==> src/rtl/inst_fetch.sv <==
// Instruction fetch front end: issues one word-aligned read at a time, buffers the
// returned instruction for decode, and follows execute-stage redirects.
module inst_fetch #(
  parameter logic [31:0] RESET_PC = 32'h0000_0000,
  parameter logic [31:0] NOP_INST = 32'h0000_0013
) (
  input  logic        clk,
  input  logic        rst_n,
  output logic        mem_req_valid,
  output logic [31:0] mem_req_addr,
  input  logic        mem_req_ready,
  input  logic        mem_resp_valid,
  input  logic [31:0] mem_resp_data,
  output logic [31:0] inst,
  output logic [31:0] pc_addr,
  output logic        inst_valid,
  input  logic        id_ready,
  input  logic        stall,
  input  logic        redirect_valid,
  input  logic [31:0] redirect_addr
);

  typedef enum logic [1:0] {S_REQ, S_WAIT, S_HOLD, S_STALLED} state_e;

  state_e      state_q, state_d;
  logic [31:0] fetch_pc_q, fetch_pc_d;
  logic [31:0] inst_q, inst_d;
  logic [31:0] pc_addr_q, pc_addr_d;
  logic        inst_valid_q, inst_valid_d;
  logic        kill_q, kill_d;
  logic [31:0] redir_pc;
  logic        transfer;

  assign redir_pc = redirect_addr & ~32'h3;
  assign transfer = inst_valid_q && id_ready;

  always_comb begin
    state_d      = state_q;
    fetch_pc_d   = fetch_pc_q;
    inst_d       = inst_q;
    pc_addr_d    = pc_addr_q;
    inst_valid_d = inst_valid_q;
    kill_d       = kill_q;
    unique case (state_q)
      S_REQ: begin
        if (redirect_valid) fetch_pc_d = redir_pc;
        if (mem_req_ready) begin
          // A request accepted alongside a redirect fetches a stale address.
          kill_d  = redirect_valid;
          state_d = S_WAIT;
        end
      end
      S_WAIT: begin
        if (redirect_valid) begin
          fetch_pc_d = redir_pc;
          kill_d     = 1'b1;
        end
        if (mem_resp_valid) begin
          kill_d = 1'b0;
          if (kill_q || redirect_valid) begin
            state_d = S_REQ;
          end else begin
            inst_d       = mem_resp_data;
            pc_addr_d    = fetch_pc_q;
            inst_valid_d = 1'b1;
            fetch_pc_d   = fetch_pc_q + 32'd4;
            state_d      = S_HOLD;
          end
        end
      end
      S_HOLD: begin
        if (redirect_valid || transfer) begin
          inst_valid_d = 1'b0;
          inst_d       = NOP_INST;
        end
        if (redirect_valid) begin
          fetch_pc_d = redir_pc;
          state_d    = S_REQ;
        end else if (transfer) begin
          state_d = stall ? S_STALLED : S_REQ;
        end
      end
      S_STALLED: begin
        if (redirect_valid) begin
          fetch_pc_d = redir_pc;
          state_d    = S_REQ;
        end
      end
      default: state_d = S_REQ;
    endcase
  end

  always_ff @(posedge clk or negedge rst_n) begin
    if (!rst_n) begin
      state_q      <= S_REQ;
      fetch_pc_q   <= RESET_PC;
      inst_q       <= NOP_INST;
      pc_addr_q    <= RESET_PC;
      inst_valid_q <= 1'b0;
      kill_q       <= 1'b0;
    end else begin
      state_q      <= state_d;
      fetch_pc_q   <= fetch_pc_d;
      inst_q       <= inst_d;
      pc_addr_q    <= pc_addr_d;
      inst_valid_q <= inst_valid_d;
      kill_q       <= kill_d;
    end
  end

  // Gated by rst_n so the request drops the instant reset asserts.
  assign mem_req_valid = rst_n && (state_q == S_REQ);
  assign mem_req_addr  = fetch_pc_q;
  assign inst          = inst_q;
  assign pc_addr       = pc_addr_q;
  assign inst_valid    = inst_valid_q;

endmodule

==> config.mk <==
export PLATFORM = sky130hd
export DESIGN_NAME = inst_fetch
export DESIGN_NICKNAME = d
export VERILOG_FILES = /design/src/rtl/inst_fetch.sv
export SDC_FILE = /design/constraint.sdc
export NUM_CORES = 1
export LEC_CHECK = 0
export BUFFER_PORTS_ARGS = -buffer_cell sky130_fd_sc_hd__buf_2
export CORE_ASPECT_RATIO = 0.75
export CORE_MARGIN = 10
export CORE_UTILIZATION = 49
export CTS_CLUSTER_SIZE = 25
export DETAILED_ROUTE_END_ITERATION = 12
export PLACE_DENSITY = 0.89
export SLEW_MARGIN = 20
export SYNTH_ARGS = -nofsm -noshare
export SYNTH_HDL_FRONTEND = slang
export SYNTH_SLANG_ARGS = --single-unit
==> constraint.sdc <==
create_clock -name clk -period 2.1 [get_ports clk]
set_input_delay 0.42 -clock clk [delete_from_list [all_inputs] [get_ports clk]]
set_output_delay 0.42 -clock clk [all_outputs]
set_load 0.05 [all_outputs]
==> flow_metrics.py <==
metrics = {
    "die": {
        "initial_core_util_pct": 51.46,
        "die_w_um": 130.0,
        "io_pins": 169,
        "die_h_um": 102.5,
        "core_region_area_um2": 8636,
        "die-area_um2": 13320,
        "rows": 29,
    },
    "clock_tree": {
        "clk_latency_ps": 340,
        "clock_path_buffers": 2,
        "root_buffer": "clkbuf_16",
        "cts_resized": 0,
        "cts_max_level": 3,
        "postCtsSetupBuffers": 0,
        "clk_pin_slew_worst_paths_ps": 70,
        "ctsHoldBuffers": 0,
        "cts.sinks": 100,
        "numCtsBuffers": 9,
        "cts_tree": "built",
    },
    "routing": {
        "routed_wl_um": 13890,
        "avgRoutedWirePerCell_um": 19.00,
        "first_pass_iters": 5,
        "drc": 0,
        "viasPerCell": 5.703,
        "antenna_left": 0,
        "drt-initial-drc-count": 289,
        "num_vias": 4169,
    },
    "setup_path": {
        "ff2ff_setup_slack_ps": 100,
        "critPathArrivalTime_ps": 2270,
        "r2r_end": "mem_req_addr[29]",
        "crit_start": "kill_q",
        "r2r_start": "kill_q",
        "worst-r2r-cell-count": 5,
        "endpoint": "mem_req_addr[29]",
        "cp_data_required_time_ps": 2370,
        "critPathCaptureType": "flop",
        "startpoint_type": "flop",
        "critPathMaxFanout": 9,
        "crit_type": "flop to flop",
    },
    "status": {
        "status": "finished, final reports clean",
    },
    "synth": {
        "syn_area_per_cell_um2": 9.942,
        "synth_cells": 447,
        "synth_top_area_share_pct": 54.62,
        "netlist_area_um2": 4444,
        "synth_top_family_by_area": "simple AND/OR/NAND/NOR gates",
        "synthSimpleGateAreaFrac_pct": 22.69,
        "synth_compound_area_share_pct": 14.58,
        "ys_top_cells_by_area": "dfrtp_1 (55%), nand2_1 (9.5%), a22o_1 (5.7%), or4_1 (2.7%), o31ai_1 (2.5%)",
        "ys_ff_latch": 100,
        "yosys_warnings": 0,
        "synth.most_common_cell": "nand2_1",
        "async_flop_share_pct": 100.0,
        "synthFlopType": "dfrtp_1",
        "synthAdderAreaFrac_pct": 0.2815,
        "ys_seq_area_share_pct": 56.39,
        "synth_edf_count": 0,
        "ys_types": 45,
        "synth_common_cells": "nand2_1 (113), dfrtp_1 (97), a22o_1 (29)",
        "synth_nets": 519,
        "synthXorXnorAreaFrac_pct": 1.774,
        "synthMuxAreaShare_pct": 0.7320,
        "synth_top_area_cell": "dfrtp_1",
    },
    "grt": {
        "grt_pass1_wl_um": 21850,
        "first_global_vias": 4244,
        "grt_max_degree": 101,
        "grt_overflow": 0,
        "track_usage_pct": 20.80,
        "antenna_found_initial": 1,
    },
    "min_path": {
        "hold_class": "input port to async pin",
    },
    "timing": {
        "finalSetupViolCount": 0,
        "worst_pin_slew_ps": 656.2,
        "slew_violations": 0,
        "min_period_ps": 2003,
        "hold_viol": 0,
        "postLayoutSetupSlackWorst_ps": 97.18,
        "relSlewSlack_pct": 55.79,
        "rsz0062_at_grt": "false",
        "fmaxAchievable_ghz": 0.4993,
        "fin_hold_ws_ps": 179.0,
        "final.period_utilization_pct": 95.37,
        "tns_ps": 0,
        "worst_clock_skew_ps": 11.87,
    },
    "power_and_ir_drop": {
        "power.leakage_nw": 2.878,
        "ir_drop_mv": 1.172,
        "p_per_area_nw_per_um2": 1493,
        "power_w": 0.008609,
    },
    "flow_run": {
        "max-cap-violations": 0,
    },
    "final_layout": {
        "fin_nets": 689,
        "syn2layout_area_growth_pct": 29.76,
        "utilization_pct": 66.78,
        "drive_gt1_share_pct": 37.30,
        "fillers": 710,
    },
    "placed_design": {
        "io_buffers": 166,
        "gp_congestion": 0.7991,
        "pre_cts_ws_ps": 53.92,
        "hpwl_um": 10420,
    },
}
[how the worst min path moves through the flow]
| stage | from | endpoint | slack, ps |
|---|---|---|---|
| global placement | pc_addr[16] | pc_addr[16] | 450 |
| finish | rst_n | inst[31] | 180 |
| CTS | rst_n | inst[5] | 200 |
| floorplan | rst_n | inst[10] | 120 |
| global route | rst_n | inst[7] | 200 |
| detailed placement | pc_addr[8] | pc_addr[8] | 460 |
[metrics by stage]
step / area (um2) / instances
floorplan: 4463 / 447
global placement: 5497 / 714
detailed placement: 5497 / 714
CTS: 5764 / 730
global route: 5764 / 730
finish: 5767 / 731
[layout make-up]
cell class / count / area [um2] / area share (%)
Antenna cell: 1 / 2.502 / 0.04339
Tap cell: 108 / 135.1 / 2.343
Inverter: 8 / 30.03 / 0.5207
Multi-Input combinational cell: 311 / 1790 / 31.05
Sequential cell: 100 / 2525 / 43.78
Clock inverter: 6 / 38.79 / 0.6726
Timing Repair Buffer: 187 / 1016 / 17.62
Clock buffer: 10 / 229.0 / 3.971
[flip-flops by register name, summed over array words and instances (netlist names)]
| register | cells |
|---|---|
| inst | 32 |
| mem_req_addr | 32 |
| pc_addr | 32 |
| state_q | 2 |
| inst_valid | 1 |
| kill_q | 1 |
[logic make-up (layout without fill, tap and decap cells)]
kind of cell	Yosys count	after routing
XOR/XNOR	9	9
multiplexers	2	2
buffers and inverters	36	211
adder cells (fa/ha/maj)	1	1
other	0	1
AND/OR/NAND/NOR	207	207
AO/OA/AOI/OAI	92	92
flip-flops	100	100
[metal layers]
| layer | global-route usage [%] | part of all wire, % | vias up |
|---|---|---|---|
| li1 | - | - | 1940 |
| met1 | 26.42 | 42 | 2045 |
| met2 | 33.53 | 48 | 158 |
| met3 | 5.380 | 7.2 | 26 |
| met4 | 8.103 | 2.4 | 0 |
| met5 | 0 | 0 | - |
[placed cells by master, fill, tap and decap left out, types with 7 or more instances in the layout]
cell type | Yosys | routed
a22o_1 | 29 | 29
nor2_1 | 23 | 21
o21ai_0 | 21 | 21
or4_1 | 16 | 16
dfrtp_1 | 97 | 82
a31oi_1 | 16 | 16
nand3_1 | 13 | 13
nand2_1 | 113 | 113
dfrtp_2 | 0 | 15
o31ai_1 | 15 | 15
inv_1 | 7 | 7
buf_2 | 4 | 165
nand4_1 | 10 | 10
clkbuf_16 | 0 | 9
buf_4 | 0 | 20
[worst max-delay path, cell delays in order, from the launching register on]
cell and delay, ps:
dfrtp_1 420, and4bb_2 360, buf_4 130, nand3_1 260, or4_1 560, a31oi_1 190
[report_power, final]
group          internal (W)  switching (W)  leakage, nW
Combinational      0.000957        0.00314         1.54
Clock              0.000802       0.000716        0.129
Sequential          0.00258       0.000411         1.21
No activity file was read; power rests on OpenSTA's default activity.
